<file path="src/rtl/rx_majority_sampler.sv">
// rtl/rx_majority_sampler.sv - UART RX oversampling data sampler with majority vote
module rx_majority_sampler #(
    parameter int SAMPLES    = 3,
    parameter int PRESCALE_W = 6
) (
    input  logic                  CLK,
    input  logic                  RST,
    input  logic                  DataSampler_Enable,
    input  logic [PRESCALE_W-1:0] Edge_Counts,
    input  logic                  Serial_Data,
    input  logic [PRESCALE_W-1:0] PreScale,
    output logic                  Sampled_Bit,
    output logic                  Sample_Valid,
    output logic                  Noise_Err,
    output logic [2:0]            Ones_Count,
    output logic                  Cfg_Err
);

    // Edge arithmetic is one bit wider than PreScale so CTR+HALF+1 never wraps.
    localparam int EW   = PRESCALE_W + 1;
    localparam int HALF = (SAMPLES - 1) / 2;

    localparam logic [EW-1:0] L_HALF_E    = EW'(HALF);
    localparam logic [EW-1:0] L_MIN_PS    = EW'(SAMPLES + 3);
    localparam logic [2:0]    L_HALF_C    = 3'(HALF);
    localparam logic [2:0]    L_SAMPLES_C = 3'(SAMPLES);

    logic [EW-1:0]      w_ps_ext;
    logic [EW-1:0]      w_edge_ext;
    logic [EW-1:0]      w_ctr;
    logic [EW-1:0]      w_lo;
    logic [EW-1:0]      w_dec;
    logic [SAMPLES-1:0] w_hit;
    logic               w_at_dec;
    logic               w_mask_full;
    logic [2:0]         w_pop;
    logic               w_decide;
    logic               w_abort_bit;

    logic [SAMPLES-1:0] r_sample;
    logic [SAMPLES-1:0] r_mask;

    // Window geometry: centre edge, first window edge and decision edge.
    always_comb begin
        w_ps_ext   = {1'b0, PreScale};
        w_edge_ext = {1'b0, Edge_Counts};
        w_ctr      = w_ps_ext >> 1;
        w_lo       = w_ctr - L_HALF_E;
        w_dec      = w_ctr + L_HALF_E + EW'(1);
    end

    // PreScale must be even and leave room for the window plus the decide edge.
    always_comb begin
        Cfg_Err = PreScale[0] | (w_ps_ext < L_MIN_PS);
    end

    // One-hot match of the current edge against each sample slot in the window.
    always_comb begin
        w_hit = '0;
        for (int k = 0; k < SAMPLES; k++) begin
            w_hit[k] = (w_edge_ext == (w_lo + EW'(k)));
        end
    end

    // Decision-edge detection and completeness of the captured window.
    always_comb begin
        w_at_dec    = (w_edge_ext == w_dec);
        w_mask_full = &r_mask;
        w_decide    = DataSampler_Enable & ~Cfg_Err & w_at_dec & w_mask_full;
        w_abort_bit = DataSampler_Enable & ~Cfg_Err & w_at_dec & ~w_mask_full;
    end

    // Number of ones among the captured samples.
    always_comb begin
        w_pop = '0;
        for (int k = 0; k < SAMPLES; k++) begin
            w_pop = w_pop + {2'b00, r_sample[k]};
        end
    end

    // Sample register and capture mask: fill in the window, clear at decide or when idle.
    always_ff @(posedge CLK) begin
        if (!RST) begin
            r_sample <= '0;
            r_mask   <= '0;
        end else if (Cfg_Err) begin
            r_sample <= r_sample;
            r_mask   <= r_mask;
        end else if (!DataSampler_Enable) begin
            r_sample <= '0;
            r_mask   <= '0;
        end else if (w_at_dec) begin
            r_mask   <= '0;
        end else begin
            for (int k = 0; k < SAMPLES; k++) begin
                if (w_hit[k]) begin
                    r_sample[k] <= Serial_Data;
                    r_mask[k]   <= 1'b1;
                end
            end
        end
    end

    // Resolved-bit outputs: update only on a complete decision, otherwise hold.
    always_ff @(posedge CLK) begin
        if (!RST) begin
            Sampled_Bit  <= 1'b0;
            Sample_Valid <= 1'b0;
            Noise_Err    <= 1'b0;
            Ones_Count   <= 3'd0;
        end else if (w_decide) begin
            Sampled_Bit  <= (w_pop > L_HALF_C);
            Sample_Valid <= 1'b1;
            Noise_Err    <= (w_pop != 3'd0) && (w_pop != L_SAMPLES_C);
            Ones_Count   <= w_pop;
        end else begin
            Sample_Valid <= 1'b0;
        end
    end

    // An incomplete window at the decide edge is dropped silently; outputs hold.
    logic w_unused;
    always_comb begin
        w_unused = w_abort_bit;
    end

endmodule
</file>
<file path="config.mk">
export PLATFORM = sky130hd
export DESIGN_NAME = rx_majority_sampler
export DESIGN_NICKNAME = d
export VERILOG_FILES = /design/src/rtl/rx_majority_sampler.sv
export SDC_FILE = /design/constraint.sdc
export NUM_CORES = 1
export LEC_CHECK = 0
export BUFFER_PORTS_ARGS = -buffer_cell sky130_fd_sc_hd__buf_4
export CAP_MARGIN = 0
export CORE_UTILIZATION = 52
export CTS_BUF_LIST = sky130_fd_sc_hd__clkbuf_8
export CTS_CLUSTER_DIAMETER = 40
export DETAILED_ROUTE_END_ITERATION = 10
export HOLD_SLACK_MARGIN = 0.08
export PLACE_DENSITY_LB_ADDON = 0.12
export SLEW_MARGIN = 40
export SYNTH_ARGS = -nofsm -noshare
export SYNTH_HDL_FRONTEND = slang
export SYNTH_SLANG_ARGS = --single-unit
export TNS_END_PERCENT = 50
</file>
<file path="constraint.sdc">
create_clock -name CLK -period 2.5 [get_ports CLK]
set_input_delay 0.375 -clock CLK [delete_from_list [all_inputs] [get_ports CLK]]
set_output_delay 0.375 -clock CLK [all_outputs]
set_load 0.01 [all_outputs]
</file>
# Word-level counts from Yosys, hierarchy flattened
# Index checks and enable logic that the tools add are counted.
totals:
  word_cells: 56
  latchBits: 0
  memories: 0
  romBits: 0
  input_bits: 16
  mem_bits_rw: 0
  regBits: 12
op_classes:
  mul: 0
  add_sub_neg: 7
  n_lt_le_gt_ge: 2
  n_reduce_logical: 9
  shift: 0
  n_div: 0
  bitwise: 5
  eq_ne: 12
  n_mux: 11
ops:
  columns: ["cell", "n"]
  rows:
  - ["$eq A6 B7 Y1", 4]
  - ["$mux W3", 4]
  - ["$reduce_and A3 Y1", 4]
  - ["$ne A3 B1 Y1 const B", 3]
  - ["$add A6 B1 Y7 const B", 1]
  - ["$add A6 B2 Y7 const B", 1]
  - ["$add A6 B3 Y7 const B", 1]
  - ["$mux W1", 7]
  - ["$add A5 B1 Y6 const B", 1]
  - ["$lt A6 B3 Y1 const B", 1]
  - ["$ne A2 B1 Y1 const B", 3]
  - ["$reduce_and A2 Y1", 3]
  - ["$sub A5 B1 Y6 const B", 1]
  - ["$add A2 B1 Y3", 1]
  - ["$and A1 B1 Y1", 3]
  - ["$gt A3 B1 Y1 const B", 1]
  - ["$ne A3 B2 Y1 const B", 1]
  - ["$reduce_bool A3 Y1", 1]
  - ["$add A1 B1 Y2", 1]
  - ["$ne A2 B2 Y1 const B", 1]
  - ["$logic_and A1 B1 Y1", 1]
  - ["$not A1 Y1", 1]
  - ["$or A1 B1 Y1", 1]

# Depth between registers and ports, before layout
# Gate-level depths: netlist (run 1).
depth:
  depth_word: 7
  ltp_mapped: 12
  ltp_nobuf: 11

# Least setup slack after synthesis (run 1)
# No wires, ideal clock.
synth_timing:
  path_kind: "input port to flip-flop"
  from: "input PreScale[1]"
  to: "register r_sample[2]"
  setup_ns: 0.131
  arrival_ns: 2.488
  n_path_buf: 1
  stages: 12
  required_ns: 2.369
  setup_slack_ns: -0.119
  path_cell_list: "buf_2 > inv_1 > ha_1 > xnor2_1 > inv_1 > ha_1 > xnor3_1 > a211oi_1 > o21ai_0 > a211oi_2 > mux2i_1 > o21ai_1"
synth_between:
  elab_chain_len: 5
  word_cells_on_any_way: 12
  classes_between: "4 x add/sub; 1 x order compare; 4 x eq/ne; 2 x bitwise; 1 x reduce/logical"
synth_rtl:
  columns: ["element", "line_no", "source"]
  rows:
  - ["start: declaration", "11", "input logic [PRESCALE_W-1:0] PreScale,"]
  - ["$sub A5 B1 Y6 or $add A5 B1 Y6 (tied branches)", "48, 49", null]
  - ["$add A6 B3 Y7 or $add A6 B1 Y7 (tied branches)", "61, 49", null]
  - ["$eq A6 B7 Y1 (on tied branches)", "61, 67", null]
  - ["$ne A2 B1 Y1 (no line) or $ne A2 B2 Y1 (tied branches)", null, null]
  - ["$reduce_and A3 Y1 (no line) (*)", null, null]
  - ["end signal: assignment", "87", "r_sample <= r_sample;"]
  - ["end signal: indexed assignment", "97", "r_sample[k] <= Serial_Data;"]
  - ["end: declaration", "40", "logic [SAMPLES-1:0] r_sample;"]
# Mark *: on every way between the ends. The rest lies on a longest branch, timed or not.
# A chain may end at the register's enable or synchronous reset.

# Worst setup path after layout (run 1)
layout_timing:
  from: "input PreScale[2]"
  to: "register Sampled_Bit"
layout_between:
  elab_chain_len: 6
  word_cells_on_any_way: 9
  classes_between: "2 x add/sub; 1 x order compare; 1 x eq/ne; 5 x bitwise"
layout_rtl:
  columns: ["element", "line_no", "source"]
  rows:
  - ["parallel branches: the longest is 4 deep, another holds $add A6 B1 Y7", null, null]
  - ["$and A1 B1 Y1 (*)", null, null]
  - ["$and A1 B1 Y1 (*)", "69", "w_decide = DataSampler_Enable & ~Cfg_Err & w_at_dec & w_mask_full;"]
  - ["end signal: assignment", "112", "Sampled_Bit <= (w_pop > L_HALF_C);"]
  - ["end: declaration", "12", "output logic Sampled_Bit,"]
# Mark *: on every way between the ends.

==> metrics.md, run 1 <==
| Metric | Value |
|---|---|
| Status | `complete, no violations` |
| Combinational share of power | `36.3%` |
| TritonCTS Buffers | `3` |
| EDFF count, synth | `0` |
| Final Max Tran Viols | `0` |
| Sequential share of the synthesized area | `around 16%` |
| Core Region | `around 2200 um2` |
| GRT Overall Usage | `between 20% and 30%` |
| Reg area | `roughly 200 um2` |
| RSZ-0062 raised after global routing | `no` |
| First-pass GRT wire length | `around 5.3 mm` |
| Synth Instances | `between 150 and 200` |
| Setup TNS | `0 ns` |
| Cell internal pwr | `0.395 mW` |
| Min-delay src | `RST` |
| Final Cycle Share | `93.6%` |
| Max Clk Rate | `between 0.4 and 0.5 GHz` |
| Post-Route WL | `around 3.2 mm` |
| Post-CTS Setup Bufs | `0` |
| 1st-iter DRT viols | `36` |
| FF+latch count, synth | `10` |
| Syn nets | `roughly 190` |
| R2R Path Start | `r_sample[0]$_SDFFE_PN0P_` |
| Fin. Hold Viols | `0` |
| DR DRC count | `0` |
| Critical path's largest stage delay | `0.54 ns` |
| Critical setup path kind | `input pin to flop` |
| Die footprint | `about 2600 um2` |
| Root Driver | `clkbuf_8` |
| Ant diodes | `0` |
| Final clock skew | `~0.0027 ns` |
| Fillers | `199` |
| Leak | `0.680 nW` |
| Final Setup Violations | `0` |
| Max_cap viols | `0` |
| Via count | `1269` |
| Drt wl/cell | `15.1 um` |
| Total global routing overflow | `0` |
| Initial core utilization | `between 50% and 60%` |
| Power per standard cell area | `380 nW/um2` |
| H-tree depth | `1` |
| Die Wd | `approximately 51 um` |
| CTS tree | `yes` |
| CTS clock-pin slew for the worst setup and hold paths | `0.05 ns` |
| GPL Wtd Cong | `about 0.92` |
| Crit-path max FO | `4` |
| Clock Power Share | `a little over a third` |
| Worst Max-Slew Pin Slew | `about 0.57 ns` |
| Via-to-Cell Ratio | `just under 6` |
| Worst endpoint required time | `~2.6 ns` |
| Avg Cell Area, Syn | `a little under 8 um2` |
| Vias in the first global route | `1165` |
| Max VDD drop | `around 690 uV` |
| Seq pwr share | `about 28%` |
| Largest net degree at the start of global routing | `18` |
| Net switching power | `~0.18 mW` |
| Yosys warnings | `0` |
| Distinct cells, synth | `50` |
| Synth-to-Final Area Change | `21.8%` |
| Final HPWL DP | `around 2.5 mm` |
| Total power | `0.580 mW` |
| Worst Hold Class | `input pin to flop` |
| Row count | `17` |
| Cell Area, Synth | `roughly 1300 um2` |
| Ports | `23` |
| Most used cell, CP | `buf_4` |
| Clk buf depth | `2` |
| Worst relative slew slack | `61.6%` |
| Die Span Y | `between 50 and 60 um` |
| # clock sinks | `10` |
| CP startpoint | `PreScale[2]` |
| Critical Path End Type | `flop` |
| Number of antenna-violating nets in the routed design | `0` |
| Nets | `roughly 210` |
| Worst EP arrival | `about 2.5 ns` |
| Share of post-route cells with drive strength above 1 | `around a quarter` |
| Resized cells post-CTS | `0` |
| Critical Path Start Type | `input pin` |
| Hold-fix buffers at CTS | `0` |
| Minimum clock period | `around 2.3 ns` |
| Async S/R FF share, synth | `0%` |
| Sw Ratio | `31.9%` |
| Initial antenna violation count | `0` |
| Prevailing post-synth register cell | `dfxtp_1` |
| DR pass1 iterations | `4` |
| Crit-path cells | `buf_4 > inv_1 > buf_4 > ha_1 > xnor2_1 > nand3_1 > a211oi_1 > nand4_1 > mux2i_1 > nor2_1` |
| Slowest CP cell | `a211oi_1` |
| Area of the multi-input gates | `956 um2` |
| Clock Latency Late Sink | `0.24 ns` |
| Buffers added on ports | `21` |
==> cells in the final DEF (no fill, tap or decap), types with 2 or more instances in the layout <==
master    count
a211oi_1      4
a21oi_1       6
a31o_2        2
a31oi_1       3
a41oi_1       2
and2_1        2
and3_1        2
buf_4        32
clkbuf_8      4
dfxtp_1      10
ha_1          6
inv_1        10
mux2i_1       6
nand2_1       7
nand2b_1      3
nand3_1       6
nand3b_1      3
nand4_1       4
nor2_1       16
nor2b_1       2
nor3_1        7
nor3b_1       3
o21ai_0       6
xnor2_1       8
xor2_1        7
==> state kept, by name, indices dropped and copies added (netlist names) <==
name / count
Noise_Err: 1
Ones_Count: 1
Sample_Valid: 1
Sampled_Bit: 1
r_mask: 3
r_sample: 3
==> layout make-up <==
| cell class | count | share of cell area, % |
|---|---|---|
| timing repair buffer | 32 | 15.8 |
| inverter | 10 | 2.46 |
| sequential | 10 | 13.1 |
| multi-input combinational | 130 | 62.7 |
| clock buffer | 4 | 3.61 |
| tap | 28 | 2.30 |
==> power groups by stage <==
stage	Sequential (mW)	Clock [mW]	Combinational, mW
finish	0.161	0.209	0.210
global placement	0.164	0	0.202
CTS	0.161	0.207	0.209
global route	0.161	0.218	0.230
floorplan	0.164	0	0.144
detailed placement	0.164	0	0.207
==> through the flow <==
stage | util [%] | std cells | setup WS (ns) | area, um2 | hold slack (ns)
floorplan | - | 162 | 0.0180 | 1260 | 0.429
global placement | 65.8 | 210 | 0.0808 | 1470 | 0.449
detailed placement | 65.8 | 210 | 0.0163 | 1470 | 0.474
CTS | 68.2 | 214 | 0.225 | 1520 | 0.448
global route | 68.2 | 214 | 0.00918 | 1520 | 0.446
finish | 68.2 | 214 | 0.160 | 1520 | 0.448
==> synth_stat cells (2+ instances only) <==
| library cell | n | area, um2 |
|---|---|---|
| mux2i_1 | 6 | 60.1 |
| and3_1 | 2 | 12.5 |
| a31oi_1 | 3 | 18.8 |
| nor3b_1 | 3 | 22.5 |
| nand3b_1 | 3 | 22.5 |
| buf_4 | 2 | 15.0 |
| nand2b_1 | 3 | 18.8 |
| nand4_1 | 4 | 25.0 |
| dfxtp_1 | 10 | 200 |
| a21oi_1 | 6 | 30.0 |
| a211oi_1 | 4 | 30.0 |
| nand2_1 | 7 | 26.3 |
| inv_1 | 10 | 37.5 |
| ha_1 | 7 | 87.6 |
| and2_1 | 2 | 12.5 |
| xnor2_1 | 9 | 78.8 |
| nand3_1 | 6 | 30.0 |
| a31o_2 | 2 | 17.5 |
| nor2_1 | 16 | 60.1 |
| clkbuf_1 | 3 | 11.3 |
| xor2_1 | 7 | 61.3 |
| a41oi_1 | 2 | 17.5 |
| buf_2 | 6 | 30.0 |
| nor2b_1 | 2 | 12.5 |
| o21ai_0 | 6 | 30.0 |
| nor3_1 | 7 | 35.0 |
==> path summary, 6_finish.rpt <==
check                           cells after the start                  endpoint  slack, ns
worst min register to register                      2    r_mask[0]$_SDFFE_PN0P_       0.48
worst max register to register                      4    Noise_Err$_SDFFE_PN0P_       1.17
worst min-delay path                                2  r_sample[0]$_SDFFE_PN0P_       0.45
worst max-delay path                               10  Sampled_Bit$_SDFFE_PN0P_       0.16
==> cells by family (layout without fill, tap and decap cells) <==
group                      count (synthesis)  count (layout)  synth area share, %
buffers and inverters                     22              46                 8.40
AOI/OAI and AO/OA                         36              36                 20.4
xor gates and xnor gates                  18              18                 15.2
muxes                                      6               6                 4.80
adders and majority gates                  8               8                 8.60
and+or+nand+nor                           61              61                 26.3
other                                      1               1                0.300
DFF                                       10              10                 16.0
==> metal layers <==
| layer | track usage (%) | up-vias | routed length [um] |
|---|---|---|---|
| met5 | 0 | - | 0 |
| met4 | 5.09 | 0 | 54 |
| met3 | 9.23 | 6 | 334 |
| met2 | 41.4 | 61 | 1520 |
| met1 | 37.5 | 575 | 1310 |
| li1 | - | 627 | - |
==> worst max-delay path: cells and delay by family <==
family / cells / cell delay, ns
XOR/XNOR: 1 / 0.15
multiplexers: 1 / 0.29
adder cells (fa/ha/maj): 1 / 0.30
AO/OA/AOI/OAI: 1 / 0.54
buffers and inverters: 3 / 0.26
AND/OR/NAND/NOR: 3 / 0.55
No activity file was read; power rests on OpenSTA's default activity.
==> run 2, diff against run 1 <==
--- a/config.mk
+++ b/config.mk
@@ -7,6 +7,7 @@
 export LEC_CHECK = 0
 export BUFFER_PORTS_ARGS = -buffer_cell sky130_fd_sc_hd__buf_4
 export CAP_MARGIN = 0
+export CORE_ASPECT_RATIO = 1.25
 export CORE_UTILIZATION = 52
 export CTS_BUF_LIST = sky130_fd_sc_hd__clkbuf_8
 export CTS_CLUSTER_DIAMETER = 40
==> metrics.md, run 2 (same netlist as run 1, synthesis figures left out) <==
| Metric | Value |
|---|---|
| CTS tree | `yes` |
| Number of antenna-violating nets in the routed design | `0 (unchanged)` |
| Resized cells post-CTS | `0 (unchanged)` |
| Crit-path max FO | `4 (unchanged)` |
| Reg2Reg Setup Slack | `1.14 ns (-0.03 ns)` |
| Largest regs | `r_mask: 3 flops, r_sample: 3 flops` |
| Most frequent cells in the layout | `36 x buf_4, 16 x nor2_1, 10 x dfxtp_1, 10 x inv_1, 8 x xnor2_1` |
| Final Instance Area | `1540 um2 (+1.3%)` |
| Hold Crit Endpoint | `r_sample[0]$_SDFFE_PN0P_` |
| R2R Path Start | `r_sample[1]$_SDFFE_PN0P_` |
| Final core utilization | `69.1% (+0.86 points)` |
| GRT Overall Usage | `28.4% (+1.1 points)` |
| Via-to-Cell Ratio | `5.93 (about the same)` |
| RSZ-0062 raised after global routing | `no` |
| Total global routing overflow | `0 (unchanged)` |
| Hold depth | `2 (unchanged)` |
| Placed instance count | `217 (+3.3%)` |
| Via count | `1305 (+2.8%)` |
| Die Wd | `45.9 um (-10%)` |
| Critical setup path kind | `input pin to flop` |
| Worst endpoint required time | `2.60 ns (-0.03 ns)` |
| Final Max Tran Viols | `0 (unchanged)` |
| Vias in the first global route | `1274 (+9.4%)` |
| Worst EP arrival | `2.40 ns (-0.07 ns)` |
| Share of post-route cells with drive strength above 1 | `25.4% (+1.2 points)` |
| DR DRC count | `0 (unchanged)` |
| Largest net degree at the start of global routing | `18 (unchanged)` |
| GPL Wtd Cong | `0.938 (+2.1%)` |
| Drt wl/cell | `15.4 um (+2.0%)` |
| Min-delay src | `RST` |
| Setup TNS | `0 ns (unchanged)` |
| Reg2reg end | `Noise_Err$_SDFFE_PN0P_` |
| Fin. Hold Viols | `0 (unchanged)` |
| Ports | `23 (unchanged)` |
| Final HPWL DP | `2.65 mm (+5.7%)` |
| Final Cycle Share | `91.9% (-1.7 points)` |
| Placed cell areas | `1500 um2 (+2.3%)` |
| Initial antenna violation count | `0 (unchanged)` |
| 1st-iter DRT viols | `39 (+8.3%)` |
| Post-Route WL | `3.38 mm (+4.9%)` |
| Buffers added on ports | `21 (unchanged)` |
| Status | `complete, no violations` |
| Clock Latency Late Sink | `0.23 ns (about the same)` |
| Post-CTS Setup Bufs | `0 (unchanged)` |
| H-tree depth | `1 (unchanged)` |
| Ant diodes | `0 (unchanged)` |
| Max Clk Rate | `0.435 GHz (+1.9%)` |
| Root Driver | `clkbuf_8` |
| Minimum clock period | `2.30 ns (-0.0427 ns)` |
| Leak | `0.691 nW (+1.8%)` |
| Hold-fix buffers at CTS | `0 (unchanged)` |
| Clk buf depth | `2 (unchanged)` |
| Die Span Y | `56.8 um (+11%)` |
| Initial core utilization | `56.0% (about the same)` |
| Nets | `215 (+1.9%)` |
| # clock sinks | `10 (unchanged)` |
| Power per standard cell area | `354 nW/um2 (-6.9%)` |
| Final clock skew | `0.000958 ns (-0.00175 ns)` |
| Final Setup Violations | `0 (unchanged)` |
| DR pass1 iterations | `4 (unchanged)` |
| Core Region | `2230 um2 (about the same)` |
| Synth-to-Final Area Change | `23.4%` |
| Total power | `0.547 mW (-5.7%)` |
| Critical Path End Type | `flop` |
| Non-Filler Instances | `220 (+2.8%)` |
| Row count | `19 (+2)` |
| Max_cap viols | `0 (unchanged)` |
| First-pass GRT wire length | `5.55 mm (+3.7%)` |
| Worst Hold Class | `input pin to flop` |
| Die footprint | `2610 um2 (about the same)` |
| Critical Path Start Type | `input pin` |
| TritonCTS Buffers | `3 (unchanged)` |
| Cell count of the worst reg-to-reg path | `4 (unchanged)` |
| Max VDD drop | `376 uV (-46%)` |
| Commonest non-fill, non-tap cell in the layout | `buf_4` |
| CTS clock-pin slew for the worst setup and hold paths | `0.04 ns (about the same)` |
| Fillers | `213 (+7.0%)` |
## run 2: worst max-delay path by stage
stage | depth (start not counted) | end | from | slack (ns)
floorplan | 12 | r_sample[2]$_SDFFE_PN0P_ | PreScale[1] | 0.02
global placement | 12 | r_sample[2]$_SDFFE_PN0P_ | PreScale[2] | 0.06
detailed placement | 12 | r_sample[2]$_SDFFE_PN0P_ | PreScale[2] | -0.02
CTS | 12 | r_sample[2]$_SDFFE_PN0P_ | PreScale[2] | 0.21
global route | 12 | r_sample[2]$_SDFFE_PN0P_ | PreScale[2] | 0.04
finish | 12 | r_sample[2]$_SDFFE_PN0P_ | PreScale[2] | 0.20
## run 2: layout make-up
class / count / area [um2] / share of cell area (%)
well taps: 31 / 38.8 / 2.51
repair buffers: 36 / 270 / 17.5
flip-flops and latches: 10 / 200 / 13.0
multi-input cells: 130 / 956 / 61.9
inverters: 10 / 37.5 / 2.43
clock buffers: 3 / 41.3 / 2.67
## run 2: stage by stage
| step | setup WS (ns) | hold slack (ns) |
|---|---|---|
| after floorplan | 0.0180 | 0.429 |
| after global placement | 0.0645 | 0.451 |
| after detailed placement | -0.0151 | 0.454 |
| after CTS | 0.211 | 0.456 |
| after global routing | 0.0362 | 0.461 |
| final | 0.202 | 0.452 |
## run 2: power by group
part           leakage (nW)  internal [mW]  total (mW)  switching [mW]
Combinational         0.589          0.103       0.223           0.120
Clock                0.0216          0.105       0.163          0.0579
Sequential           0.0805          0.161       0.161        0.000417
## run 2: metal layers
metal	up-vias	wire, um	GRT usage (%)
li1	630	-	-
met1	610	1320	30.8
met2	52	1770	50.7
met3	13	167	2.89
met4	0	121	15.1
met5	-	0	0
## run 2: worst max-delay path: stages
cell and delay [ns]:
buf_4 0.11, inv_1 0.12, ha_2 0.24, xnor2_2 0.13, inv_1 0.08, ha_1 0.23
or2b_1 0.26, and4_1 0.19, a211oi_1 0.33, a211oi_2 0.10, mux2i_1 0.15, o21ai_1 0.07
==> run 3, diff against run 2 <==
--- a/config.mk
+++ b/config.mk
@@ -8,9 +8,10 @@
 export BUFFER_PORTS_ARGS = -buffer_cell sky130_fd_sc_hd__buf_4
 export CAP_MARGIN = 0
 export CORE_ASPECT_RATIO = 1.25
-export CORE_UTILIZATION = 52
+export CORE_UTILIZATION = 62
 export CTS_BUF_LIST = sky130_fd_sc_hd__clkbuf_8
 export CTS_CLUSTER_DIAMETER = 40
+export CTS_CLUSTER_SIZE = 8
 export DETAILED_ROUTE_END_ITERATION = 10
 export HOLD_SLACK_MARGIN = 0.08
 export PLACE_DENSITY_LB_ADDON = 0.12
==> constraint.sdc (replaced) <==
create_clock -name CLK -period 2.8 [get_ports CLK]
set_input_delay 0.42 -clock CLK [delete_from_list [all_inputs] [get_ports CLK]]
set_output_delay 0.42 -clock CLK [all_outputs]
set_load 0.01 [all_outputs]
==> metrics.md, run 3 (same netlist as run 1, synthesis figures left out) <==
| Metric | Value |
|---|---|
| Status | `complete, no violations` |
| Crit-path max FO | `7 (+3)` |
| Root Driver | `clkbuf_8` |
| Via-to-Cell Ratio | `6.55 (+10%)` |
| Synth-to-Final Area Change | `14.2%` |
| Critical Path End Type | `flop` |
| Fin. Hold Viols | `0 (unchanged)` |
| Final Max Tran Viols | `0 (unchanged)` |
| Buffers added on ports | `21 (unchanged)` |
| GPL Wtd Cong | `0.881 (-6.1%)` |
| DR pass1 iterations | `4 (unchanged)` |
| Max Clk Rate | `0.390 GHz` |
| Final worst setup slack | `0.235 ns (+0.0329 ns)` |
| Leak | `0.629 nW (-9.0%)` |
| Resized cells post-CTS | `0 (unchanged)` |
| Die Span Y | `52.2 um (-8.1%)` |
| Die footprint | `2200 um2 (-16%)` |
| Clk buf depth | `2 (unchanged)` |
| First-pass GRT wire length | `5.25 mm (-5.4%)` |
| Number of antenna-violating nets in the routed design | `0 (unchanged)` |
| Fillers | `128 (-40%)` |
| Total power | `0.467 mW (-15%)` |
| Final Setup Violations | `0 (unchanged)` |
| Die Wd | `42.2 um (-8.1%)` |
| # clock sinks | `10 (unchanged)` |
| Critical path's largest stage delay | `0.29 ns (-0.04 ns)` |
| Area of the multi-input gates | `946 um2 (-1.0%)` |
| Post-CTS Setup Bufs | `0 (unchanged)` |
| Reg2Reg Setup Slack | `1.41 ns (+0.27 ns)` |
| 1st-iter DRT viols | `52 (+33%)` |
| H-tree depth | `1 (unchanged)` |
| Worst endpoint required time | `2.90 ns (+0.30 ns)` |
| Final hold slack | `0.470 ns (+0.0182 ns)` |
| Worst Max-Slew Pin Slew | `0.573 ns` |
| Initial core utilization | `68.4% (+12 points)` |
| Commonest non-fill, non-tap cell in the layout | `buf_4` |
| Pre-CTS setup slack | `0.0268 ns (+0.0419 ns)` |
| Nets | `203 (-5.6%)` |
| Crit-path cells | `buf_4 > inv_1 > ha_1 > xnor2_1 > inv_1 > ha_1 > xnor3_1 > a211oi_1 > o21ai_0 > a211oi_2 > mux2i_1 > o21ai_1` |
| Post-Route WL | `3.26 mm (-3.7%)` |
| RSZ-0062 raised after global routing | `no` |
| R2R Path Start | `r_sample[0]$_SDFFE_PN0P_` |
| Critical setup path kind | `input pin to flop` |
| Worst EP arrival | `2.66 ns (+0.26 ns)` |
| Total global routing overflow | `0 (unchanged)` |
| Minimum clock period | `~2.6 ns` |
| Reg area | `200 um2 (unchanged)` |
| Critical Path Start Type | `input pin` |
| Setup TNS | `0 ns (unchanged)` |
| Drt wl/cell | `16.6 um (+8.1%)` |
| Ant diodes | `0 (unchanged)` |
| Worst relative slew slack | `between 60% and 70%` |
| Power per standard cell area | `327 nW/um2 (-7.7%)` |
| Largest net degree at the start of global routing | `18 (unchanged)` |
| WL met3 | `159 um (-4.8%)` |
| Min-delay src | `r_mask[0]$_SDFFE_PN0P_` |
| Share of post-route cells with drive strength above 1 | `19.2% (-6.2 points)` |
| Row count | `17 (-2)` |
| CTS tree | `yes` |
| Clock Latency Late Sink | `0.23 ns (about the same)` |
| Via count | `1284 (-1.6%)` |
| Final clock skew | `0.00165 ns (+0.000691 ns)` |
| Largest regs | `r_mask: 3 flops, r_sample: 3 flops` |
| DRT met1 WL | `1.21 mm (-8.6%)` |
| Cell count of the worst reg-to-reg path | `4 (unchanged)` |
| Vias in the first global route | `1245 (-2.3%)` |
| Worst Hold Class | `flop to flop` |
| Core Region | `1830 um2 (-18%)` |
| Slowest CP cell | `ha_1` |
| DR DRC count | `0 (unchanged)` |
| Hold Crit Endpoint | `r_mask[0]$_SDFFE_PN0P_` |
| CTS clock-pin slew for the worst setup and hold paths | `0.04 ns (about the same)` |
| TritonCTS Buffers | `3 (unchanged)` |
| Hold depth | `2 (unchanged)` |
| Final HPWL DP | `2.51 mm (-5.2%)` |
| Met2 routed WL | `1.78 mm (+0.45%)` |
| CP startpoint | `PreScale[2]` |
| Ports | `23 (unchanged)` |
| Max VDD drop | `473 uV (+26%)` |
| Highest layer used for signal routing | `met4` |
| GRT Overall Usage | `31.2% (+2.8 points)` |
| Reg2reg end | `Noise_Err$_SDFFE_PN0P_` |
| Most frequent cells in the layout | `24 x buf_4, 16 x nor2_1, 10 x dfxtp_1, 10 x inv_1, 9 x xnor2_1` |
| Final Cycle Share | `just over 90%` |
| Hold-fix buffers at CTS | `0 (unchanged)` |
| Max_cap viols | `0 (unchanged)` |
| Initial antenna violation count | `0 (unchanged)` |
## run 3: cell types whose count changed in the layout (fill, tap and decap cells not counted)
| cell | previous run | this run |
|---|---|---|
| ha_1 | 6 | 7 |
| xnor2_2 | 1 | 0 |
| buf_4 | 36 | 24 |
| xnor2_1 | 8 | 9 |
| ha_2 | 1 | 0 |
## run 3: worst max-delay path by stage
stage / end / slack (ns) / cells after the start
floorplan: r_sample[2]$_SDFFE_PN0P_ / 0.14 / 12
global placement: r_sample[1]$_SDFFE_PN0P_ / 0.17 / 12
detailed placement: r_sample[2]$_SDFFE_PN0P_ / 0.03 / 12
CTS: r_sample[2]$_SDFFE_PN0P_ / 0.26 / 12
global route: r_sample[2]$_SDFFE_PN0P_ / 0.06 / 12
finish: r_sample[2]$_SDFFE_PN0P_ / 0.24 / 12
## run 3: layout make-up
type,instances,share of cell area (%)
Clock buffer,3,2.89
Inverter,10,2.63
Multi-Input combinational cell,130,66.2
Sequential cell,10,14.0
Tap cell,19,1.66
Timing Repair Buffer,24,12.6
## run 3: power by group
group / leakage (nW) / switching (mW) / internal, mW
Clock: 0.0216 / 0.0494 / 0.0935
Sequential: 0.0805 / 0.000353 / 0.143
Combinational: 0.527 / 0.103 / 0.0771
## run 3: per-layer routing
layer	vias to the layer above	track usage [%]
li1	608	-
met3	17	3.79
met5	-	0
met1	595	32.9
met4	0	15.1
met2	64	60.3
## run 3: critical path, delay by kind of cell
kind / cells / cell delay (ns)
multiplexers: 1 / 0.23
adder cells (fa/ha/maj): 2 / 0.58
buffers and inverters: 3 / 0.36
XOR/XNOR: 2 / 0.38
AO/OA/AOI/OAI: 4 / 0.69
## run 3: metrics by stage
stage | util [%] | area, um2 | cells
after global routing | 78.1 | 1430 | 196
after floorplan | - | 1250 | 162
after CTS | 78.1 | 1430 | 196
after global placement | 75.9 | 1390 | 193
final | 78.1 | 1430 | 196
after detailed placement | 75.9 | 1390 | 193
